==> config.mk <==
export PLATFORM = sky130hd
export DESIGN_NAME = key_debounce_ctrl
export DESIGN_NICKNAME = d
export VERILOG_FILES = /design/src/rtl/key_pkg.sv /design/src/rtl/key_sync2.sv /design/src/rtl/key_debounce_ctrl.sv
export SDC_FILE = /design/constraint.sdc
export NUM_CORES = 1
export LEC_CHECK = 0
export ABC_AREA = 1
export CAP_MARGIN = 20
export CORE_MARGIN = 2
export CORE_UTILIZATION = 43
export CTS_BUF_LIST = sky130_fd_sc_hd__clkbuf_4 sky130_fd_sc_hd__clkbuf_8
export CTS_CLUSTER_DIAMETER = 40
export CTS_CLUSTER_SIZE = 20
export DETAILED_ROUTE_END_ITERATION = 8
export SYNTH_ARGS = -nofsm -noshare
export SYNTH_HDL_FRONTEND = slang
export SYNTH_SLANG_ARGS = --single-unit
==> constraint.sdc <==
create_clock -name clk -period 1.45 [get_ports clk]
set_input_delay 0.2175 -clock clk [delete_from_list [all_inputs] [get_ports clk]]
set_output_delay 0.2175 -clock clk [all_outputs]
set_load 0.03 [all_outputs]
==> src/rtl/key_pkg.sv <==
// ---------------------------------------------------------------------------
// key_pkg
// Shared definitions for the key conditioning stage of the record/playback
// piano datapath.
//   KEY_W               key vector width (fixed at 8)
//   DEB_CYCLES_DEFAULT  default stability window in clock cycles
//   key_state_t         debounce FSM state encoding
//   lowest_set()        reduces a key vector to its lowest-index pressed key,
//                       used by the monophonic build (KEY_ONEHOT_EN)
// ---------------------------------------------------------------------------
package key_pkg;

  localparam int KEY_W              = 8;
  localparam int DEB_CYCLES_DEFAULT = 50000;

  typedef enum logic [1:0] {
    IDLE,
    SETTLE,
    HELD
  } key_state_t;

  // Two's-complement trick: v & -v isolates the least significant set bit.
  function automatic logic [KEY_W-1:0] lowest_set(input logic [KEY_W-1:0] v);
    return v & (~v + KEY_W'(1));
  endfunction

endpackage

==> src/rtl/key_sync2.sv <==
// ---------------------------------------------------------------------------
// key_sync2
// Two-flop synchronizer bringing the asynchronous push-button levels into the
// clk domain.
// Ports:
//   clk    system clock
//   rst    asynchronous active-low reset, clears both stages
//   d_in   raw asynchronous levels
//   q_out  synchronized levels (two clk edges behind d_in)
// ---------------------------------------------------------------------------
module key_sync2 #(
  parameter int W = 8
) (
  input  logic         clk,
  input  logic         rst,
  input  logic [W-1:0] d_in,
  output logic [W-1:0] q_out
);

  logic [W-1:0] meta_q;
  logic [W-1:0] sync_q;

  // First stage may go metastable; the second stage gives it a full cycle
  // to resolve before anything downstream looks at it.
  always_ff @(posedge clk or negedge rst) begin
    if (!rst) begin
      meta_q <= '0;
      sync_q <= '0;
    end else begin
      meta_q <= d_in;
      sync_q <= meta_q;
    end
  end

  assign q_out = sync_q;

endmodule

==> src/rtl/key_debounce_ctrl.sv <==
// ---------------------------------------------------------------------------
// key_debounce_ctrl
// Conditions the 8 raw push-button keys into a clean debounced key vector.
// A new synchronized vector must stay unchanged for DEB_CYCLES consecutive
// cycles before it is committed to key_out, so every physical press yields
// exactly one press_pulse.
// Ports:
//   clk            system clock
//   rst            asynchronous active-low reset
//   key_raw[7:0]   raw key levels, 1 = pressed
//   en             conditioner enable; low forces IDLE and clears key_out
//   key_out[7:0]   debounced key vector
//   key_valid      high while key_out != 0
//   press_pulse    one-cycle strobe when a nonzero vector is committed
//   release_pulse  one-cycle strobe when key_out returns to zero
// Optional build macro:
//   KEY_ONEHOT_EN  monophonic mode: only the lowest-index pressed key is
//                  debounced and committed, key_out is one-hot or zero
// ---------------------------------------------------------------------------
module key_debounce_ctrl
  import key_pkg::*;
#(
  parameter int DEB_CYCLES = DEB_CYCLES_DEFAULT,
  parameter int KEY_W      = key_pkg::KEY_W
) (
  input  logic             clk,
  input  logic             rst,
  input  logic [KEY_W-1:0] key_raw,
  input  logic             en,
  output logic [KEY_W-1:0] key_out,
  output logic             key_valid,
  output logic             press_pulse,
  output logic             release_pulse
);

  localparam int             CNT_W    = $clog2(DEB_CYCLES);
  localparam logic [CNT_W-1:0] CNT_LAST = CNT_W'(DEB_CYCLES - 1);

  logic [KEY_W-1:0] sync_raw;
  logic [KEY_W-1:0] sync;

  key_state_t       state_q,   state_d;
  logic [KEY_W-1:0] cand_q,    cand_d;
  logic [CNT_W-1:0] cnt_q,     cnt_d;
  logic [KEY_W-1:0] key_out_q, key_out_d;
  logic             press_q,   press_d;
  logic             release_q, release_d;

  key_sync2 #(.W(KEY_W)) u_sync (
    .clk   (clk),
    .rst   (rst),
    .d_in  (key_raw),
    .q_out (sync_raw)
  );

`ifdef KEY_ONEHOT_EN
  assign sync = lowest_set(sync_raw);
`else
  assign sync = sync_raw;
`endif

  // Next-state logic. A return of sync to the committed value is checked
  // before the candidate restart so a short glitch collapses back to the
  // committed state instead of re-debouncing (and re-pulsing) the old value.
  always_comb begin
    state_d   = state_q;
    cand_d    = cand_q;
    cnt_d     = cnt_q;
    key_out_d = key_out_q;
    press_d   = 1'b0;
    release_d = 1'b0;

    if (!en) begin
      state_d   = IDLE;
      cnt_d     = '0;
      key_out_d = '0;
    end else begin
      case (state_q)
        IDLE, HELD: begin
          if (sync != key_out_q) begin
            state_d = SETTLE;
            cand_d  = sync;
            cnt_d   = '0;
          end
        end
        SETTLE: begin
          if (sync == key_out_q) begin
            state_d = (key_out_q == '0) ? IDLE : HELD;
            cnt_d   = '0;
          end else if (sync != cand_q) begin
            cand_d = sync;
            cnt_d  = '0;
          end else if (cnt_q != CNT_LAST) begin
            cnt_d = cnt_q + CNT_W'(1);
          end else begin
            key_out_d = cand_q;
            cnt_d     = '0;
            if (cand_q != '0) begin
              press_d = 1'b1;
              state_d = HELD;
            end else begin
              release_d = 1'b1;
              state_d   = IDLE;
            end
          end
        end
        default: begin
          state_d = IDLE;
          cnt_d   = '0;
        end
      endcase
    end
  end

  // All FSM state and registered outputs update together so the pulses are
  // coincident with the key_out change.
  always_ff @(posedge clk or negedge rst) begin
    if (!rst) begin
      state_q   <= IDLE;
      cand_q    <= '0;
      cnt_q     <= '0;
      key_out_q <= '0;
      press_q   <= 1'b0;
      release_q <= 1'b0;
    end else begin
      state_q   <= state_d;
      cand_q    <= cand_d;
      cnt_q     <= cnt_d;
      key_out_q <= key_out_d;
      press_q   <= press_d;
      release_q <= release_d;
    end
  end

  assign key_out       = key_out_q;
  assign key_valid     = |key_out_q;
  assign press_pulse   = press_q;
  assign release_pulse = release_q;

endmodule
After elaboration in Yosys (flattened, before gate mapping)
Index checks and enable logic that the tools add are counted.
- register bits after elaboration: 52
- bits in latches: 0
- RAM bits: 0
- memory bits (read-only): 0
- bits of input ports: 11
- output and inout port bits: 11
- word-level logic and storage cells: 69
- memories kept: 0
- add/sub/neg operators: 1
- multiply operators: 0
- div/mod/pow operators: 0
- magnitude comparators: 0
- equality and inequality tests: 16
- shift-type cells: 0
- muxes and demuxes: 35
- bitwise gates (word level): 0
- reductions and logical operators: 9
- operators by type and width (operator ; count):
    $mux 16 ; 5
    $mux 8 ; 8
    $pmux 16 s2 ; 1
    $add 16x1->16 const B ; 1
    $ne 16x16->1 const B ; 1
    $ne 8x8->1 ; 2
    $pmux 8 s2 ; 1
    $mux 2 ; 7
    $mux 1 ; 12
    $ne 2x2->1 const B ; 6
    $eq 8x8->1 ; 1
    $logic_not 8->1 ; 1
    $ne 4x4->1 const B ; 2
    $reduce_bool 8->1 ; 1
    $reduce_or 8->1 ; 1
    $reduce_and 5->1 ; 1
    $pmux 2 s2 ; 1
    $reduce_and 4->1 ; 1
    $ne 3x3->1 const B ; 1
    $reduce_and 3->1 ; 1
    $eq 2x1->1 const B ; 1
    $eq 2x2->1 const B ; 1
    $logic_not 2->1 ; 1
    $ne 2x1->1 const B ; 1
    2 further kinds ; 2

Depth between registers and ports, before layout
Gate-level depths: netlist of run 1.
- depth in word-level cells: 7
- gate-level depth with buffers: 11

Modules after synthesis
Synthesis of run 1 repeated with hierarchy kept, for this count alone.
- cells, all modules: 356
- area total of the unflattened synthesis: 2730.1 sq um
- by module, submodules not included (module ; instances ; cells an instance ; area each (sq um) ; sequential area each (sq um)):
    key_debounce_ctrl ; 1 ; 340 ; 2329.7 ; 900.9
    key_sync2 ; 1 ; 16 ; 400.4 ; 400.4

Least setup slack after synthesis of run 1
No wires, ideal clock.
- path type: register to register
- start: register key_out_q[7] (netlist: key_out[7])
- end: register cand_q[4]
- library setup time: 118 ps
- data arrival time: 1460 ps
- path slack: -127 ps
- stages on the path, launching flop included: 10
- path buffers: 1
- clock period less this slack: 1577 ps
- path through: dfrtp_1 xnor2_1 nand2_1 nor2_4 nand2_4 o21ai_4 nor2_4 buf_6 nand2_1 o21ai_2
- cells in the longest elaborated chain, start to end: 3
- RTL lines (element ; line ; source):
    from (decl) ; key_debounce_ctrl.sv:45 ; logic [KEY_W-1:0] key_out_q, key_out_d;
    from (signal assigned) ; key_debounce_ctrl.sv:129 ; key_out_q <= key_out_d;
    $eq 8x8->1 / $ne 8x8->1 (equally long branches) ; key_debounce_ctrl.sv:87, key_debounce_ctrl.sv:80 ;
    $ne 2x2->1 (no source line) ; -- ;
    $reduce_and 5->1 (no source line) (*) ; -- ;
    to (signal assigned) ; key_debounce_ctrl.sv:127 ; cand_q <= cand_d;
    to (decl) ; key_debounce_ctrl.sv:43 ; logic [KEY_W-1:0] cand_q, cand_d;
Every way passes the cells marked *; elsewhere a longest branch is shown, timed or not.
A chain may end at the register's enable or synchronous reset.

Final worst setup path of run 1
- start: register key_out_q[4] (netlist: key_out[4])
- end: register cand_q[7]
The elaborated chain is that of the path after synthesis.

==> flow_summary.ini, run 1 <==
[status]
status = complete, but fails checks
failed_checks = negative setup slack

[drt]
drc = 0
vias_per_cell = 4.83
drt_iter0_drc = 106
vias = 2498
wl_per_cell_um = 13.1
wirelength_mm = 6.75
ant_nets = 0
firstDrtPassIters = 4

[clock_tree]
clock_latency_ns = 0.32
cts_buffers = 5
clk_pin_slew_ns = 0.10
cts_tree = yes
cts.sink_count = 52
htree_levels = 2
clk_path_buf_depth = 2
cts_root_buffer = clkbuf_8

[pwr]
ir_drop_v = 0.000572
p_int_w = 0.00227
swShare_pct = 30.8
clkPwrFrac_pct = 26.6
power_density_nw_per_um2 = 828
seqPwrFrac_pct = 49.8
power_frac_comb_pct = 23.6
switchingPower_w = 0.00101
power.leakage_nw = 1.96

[die]
boundaryPins = 22
die_area_um2 = 6970
die-width_um = 83.5
die_h_um = 83.5
core_area_um2 = 6030
rows = 28
start_util_pct = 45.1

[grt]
grt_usage_pct = 19.7
grt_pass1_wl_mm = 11.1
grt_max_degree = 53
grt_overflow_total = 0
grt_pass1_vias = 2364
antenna_found_initial = 0

[timing]
post-route-period-util_pct = 113
slew_headroom_pct = 69.7
setup_viol = 37
max_slew.worst_pin.slew_ns = 0.450
clock.fmax_ghz = 0.610
timing.hold.ws_ns = 0.324
rsz0062_at_grt = true
skew_ns = 0.0124
drv_slew = 0
fin_setup_tns_ns = -4.86
post-route-min-period_ns = 1.64
timing.final.ws_setup_ns = -0.190
hold_viol_final = 0

[yosys]
ys.flop_type = dfrtp_1
netlist_top_cells_area = dfrtp_1 48%, nand2_1 16%, inv_1 5.8%
yosysMostFrequentCell = nand2_1
yosys.area.top_type = dfrtp_1
syn_nets = 351
synth_top_area_share_pct = 47.9
synth_commonest_cells = 114 x nand2_1, 52 x dfrtp_1, 42 x inv_1
synth_seq_cells = 52
synth.distinct_cells = 30
post_synth_instance_area_um2 = 2720
synthArstFlopShare_pct = 100
synth_seq_area_share_pct = 47.9
synth_cells = 339
synth_edf_count = 0
yosys_warnings = 0
syn_area_per_cell_um2 = 8.01

[flow_run]
drv_cap = 0

[critical_path]
critPathRequiredTime_ns = 1.66
critical_path.max_fanout = 13
critPathKind = reg2reg
worstRegToRegCells = 10
start_kind = flip-flop
worstSetupEndpointType = flip-flop
worstPathArrival_ns = 1.85

[placed_design]
port_buffers = 21
place.gp.congestion = 0.855
dp.cells = 499
hpwl_mm = 4.66

[cells_and_area]
stdcell_count = 517
area_delta_synth_final_pct = 46.2
final_layout_size_suffix_gt1_share_pct = 43.2
final_nets = 453
insertedDiodeCount = 0

[worst_hold_path]
hold_depth = 1
min_path_type = in2reg
[flip-flops by register name, summed over array words and instances (netlist names)]
name and count:
cand_q 8, key_out 8, u_sync.meta_q 8, press_pulse 1, u_sync.q_out 8, state_q 2
release_pulse 1, cnt_q 16
[kinds of logic (layout without fill, tap and decap cells)]
kind of cell	Yosys count	count (layout)	synth area share, %
flip-flops	52	52	47.9
XOR/XNOR	9	9	2.90
AO/OA/AOI/OAI	21	21	5.16
buffers and inverters	53	156	8.01
adder cells (fa/ha/maj)	1	1	0.461
AND/OR/NAND/NOR	202	202	35.2
multiplexers	1	1	0.369
[worst max-delay path, cell delays in order, from the launching register on]
cell and delay [ns]:
dfrtp_2 0.46, xnor2_2 0.17, nand2_1 0.10, nor2_4 0.18, buf_6 0.14, nand2_8 0.07, o21ai_4 0.09, nor2_4 0.05
buf_12 0.15, nand2_2 0.07, o21ai_2 0.05
[placed cells by master, fill, tap and decap left out, types with 3 or more instances in the layout]
master and n:
nand4_1 17, dlygate4sd2_1 4, nor3_1 3, o21ai_2 7, xnor2_2 5, clkdlybuf4s50_1 9, o21ai_0 5, dfrtp_2 13
nand2_2 19, nor2_4 10, dfrtp_1 39, clkdlybuf4s15_2 5, inv_2 15, buf_4 68, clkbuf_8 5, nand2_1 94
nor3_2 3, nor2_2 7, buf_6 7, inv_1 33, nand3_1 13, buf_12 3, nor2_1 23, nand3_4 4
nand2_4 3
[power by group through the flow]
stage	Combinational, W	Sequential, W	Clock, W
finish	0.000776	0.00164	0.000874
global route	0.000857	0.00165	0.000947
CTS	0.000750	0.00163	0.000890
detailed placement	0.000706	0.00166	0
global placement	0.000697	0.00166	0
floorplan	0.000341	0.00165	0
[routing by layer]
metal	vias up	part of all wire, %	GRT usage (%)
met2	51	49	31.8
met3	14	3.3	3.76
li1	1278	-	-
met4	0	2.5	6.89
met5	-	0	0
met1	1155	45	26.7
[repair_timing]
item / CTS / global route
setup buffers: 4 / 7
hold buffers: 1 / 0
pin swaps: 18 / 14
setup endpoints to repair: 47 / 38
cloned: 0 / 0
endpoints found under the hold margin: 52 / 0
resized for setup: 64 / 28
[path summary, 6_finish.rpt]
check	startpoint	end	slack (ns)
hold reg to reg	u_sync.meta_q[3]	u_sync.q_out[3]	0.35
hold / removal	key_raw[0]	u_sync.meta_q[0]	0.32
min in group asynchronous	rst	u_sync.meta_q[1]	0.41
setup / recovery	key_out[4]	cand_q[7]	-0.19
setup reg to reg	key_out[4]	cand_q[7]	-0.19
max in group asynchronous	rst	u_sync.q_out[3]	0.79
[area by class of cell]
type                            count  area [um2]
Clock buffer                        5        68.8
Clock inverter                      3        22.5
Fill cell                         500        2060
Inverter                           49         186
Multi-Input combinational cell    234        1430
Sequential cell                    52        1320
Tap cell                           75        93.8
Timing Repair Buffer               99         851
[through the flow]
step	setup slack [ns]	power [W]	instance area, um2	utilization, %
finish	-0.190	0.00329	3970	65.9
global route	-0.313	0.00346	3970	65.9
CTS	-0.175	0.00327	3830	63.6
detailed placement	-0.288	0.00236	3580	59.5
global placement	-0.300	0.00235	3580	59.5
floorplan	-0.0572	0.00199	2770	-
Power figures use the tool's default switching activity.
==> inputs of run 2 (changes only) <==
--- a/config.mk
+++ b/config.mk
@@ -13,6 +13,7 @@
 export CTS_CLUSTER_DIAMETER = 40
 export CTS_CLUSTER_SIZE = 20
 export DETAILED_ROUTE_END_ITERATION = 8
+export RECOVER_POWER = 50
 export SYNTH_ARGS = -nofsm -noshare
 export SYNTH_HDL_FRONTEND = slang
 export SYNTH_SLANG_ARGS = --single-unit
==> run 2 against run 1 <==
Clock skew shrank 0.00088 ns. Clock-buffer cell count did not move. The flow still finishes with violations (negative setup slack). Register-to-register slack is essentially flat. Setup slack better by 0.0068 ns. Wire length up 0.15%. Sequential power hardly changed. Largest cell class unchanged.
==> flow_summary.ini, run 2 (synthesized netlist as in run 1, its figures left out) <==
[placed_design]
dp.cells = 499
port_buffers = 21
place.gp.congestion = 0.855
hpwl_mm = 4.66

[grt]
grt_max_degree = 53
grt_usage_pct = 19.7
grt_pass1_vias = 2364
grt_overflow_total = 0
antenna_found_initial = 0
grt_pass1_wl_mm = 11.1

[worst_hold_path]
worstHoldStart = u_sync.meta_q[3]
min_path_type = reg2reg
hold_depth = 0

[drt]
drc = 0
vias_per_cell = 4.81
wl_per_cell_um = 13.1
firstDrtPassIters = 4
ant_nets = 0
vias = 2488
wirelength_mm = 6.76
drt_iter0_drc = 112

[pwr]
switchingPower_w = 0.00100
clkPwrFrac_pct = 26.5
p_int_w = 0.00227
swShare_pct = 30.7
seqPwrFrac_pct = 50.0
ir_drop_v = 0.000573
power_frac_comb_pct = 23.5
power.leakage_nw = 1.96
power_density_nw_per_um2 = 826

[cells_and_area]
largest_reg_flops = 16
insertedDiodeCount = 0
multiInputGateArea_um2 = 1430
layout_common_cells = 94 x nand2_1, 68 x buf_4, 39 x dfrtp_1, 33 x inv_1, 23 x nor2_1
stdcell_count = 517
layout_commonest_cell = nand2_1
final_layout_size_suffix_gt1_share_pct = 43.2
seqCellArea_um2 = 1320
largest_register = cnt_q
final_nets = 453
area_delta_synth_final_pct = 45.7
fillers = 502

[die]
die_h_um = 83.5
core_area_um2 = 6030
die-width_um = 83.5
boundaryPins = 22
die_area_um2 = 6970
rows = 28
start_util_pct = 45.1

[clock_tree]
htree_levels = 2
cts_tree = yes
cts_buffers = 5
clk_pin_slew_ns = 0.10
clock_latency_ns = 0.32
cts_root_buffer = clkbuf_8
cts.sink_count = 52
clk_path_buf_depth = 2

[timing]
setup_viol = 37
post-route-min-period_ns = 1.63
post-route-period-util_pct = 113
drv_slew = 0
skew_ns = 0.0115
timing.final.ws_setup_ns = -0.183
slew_headroom_pct = 51.5
hold_viol_final = 0
timing.hold.ws_ns = 0.354
clock.fmax_ghz = 0.612
max_slew.worst_pin.slew_ns = 0.727
rsz0062_at_grt = true

[critical_path]
critical_path.max_fanout = 13
critPathRequiredTime_ns = 1.66
worstSetupEndpointType = flip-flop
start_kind = flip-flop
critPathKind = reg2reg
r2r_start = key_out[4]
worstRegToRegCells = 10
crit_path_start = key_out[4]
worstPathArrival_ns = 1.84

[status]
failed_checks = negative setup slack
status = complete, but fails checks

[flow_run]
drv_cap = 0
==> run 2: changes by cell type in the layout (fill, tap and decap cells not counted), sizes merged <==
cell           delta
buf               -1
clkbuf            +1
clkdlybuf4s50     -8
dlygate4sd3       +8
==> run 2: cell type report <==
type                       count  area share (%)
clock inverter                 3           0.569
multi-input combinational    234            36.1
clock buffer                   5            1.74
timing repair buffer          99            21.2
inverter                      49            4.71
tap                           75            2.37
sequential                    52            33.3
==> run 2: worst paths after layout <==
check                      slack [ns]              end
max in group asynchronous        0.33       key_out[4]
max reg2reg                     -0.18        cand_q[7]
max                             -0.18        cand_q[7]
min reg2reg                      0.35  u_sync.q_out[3]
min                              0.35  u_sync.q_out[3]
min in group asynchronous        0.60        cand_q[6]
==> run 2: power by group through the flow <==
stage                     combinational [W]  sequential (W)  clock, W
final                              0.000768         0.00164  0.000866
after floorplan                    0.000341         0.00165         0
after global routing               0.000848         0.00165  0.000947
after CTS                          0.000750         0.00163  0.000890
after global placement             0.000697         0.00166         0
after detailed placement           0.000706         0.00166         0
==> run 2: repair_timing <==
action                                  CTS  global route
gates resized for setup                  64            28
buffers inserted                          4             7
hold buffers                              1             0
pin swaps                                18            14
endpoints found under the hold margin    52             0
cloned                                    0             0
endpoints found under the setup margin   47            38
==> run 2: per-stage QoR <==
step           area, um2  setup slack, ns  setup TNS, ns  util [%]  total power [W]
2_1_floorplan       2770          -0.0572         -0.574         -          0.00199
3_3_place_gp        3580           -0.300          -6.42      59.5          0.00235
3_5_place_dp        3580           -0.288          -7.59      59.5          0.00236
4_1_cts             3830           -0.175          -4.69      63.6          0.00327
5_1_grt             3960           -0.313          -8.73      65.7          0.00345
6_report            3960           -0.183          -4.85      65.7          0.00327
==> run 2: worst max-delay path: stages, from the launching register on <==
cell	delay, ns
dfrtp_2	0.46
xnor2_2	0.17
nand2_1	0.10
nor2_4	0.18
buf_6	0.14
nand2_8	0.07
o21ai_4	0.09
nor2_4	0.05
buf_12	0.15
nand2_2	0.07
o21ai_2	0.05
==> run 2: per-layer routing <==
metal | global-route usage, % | wire [um]
met4 | 6.89 | 155
met5 | 0 | 0
met1 | 26.7 | 3020
met2 | 31.8 | 3340
met3 | 3.76 | 252
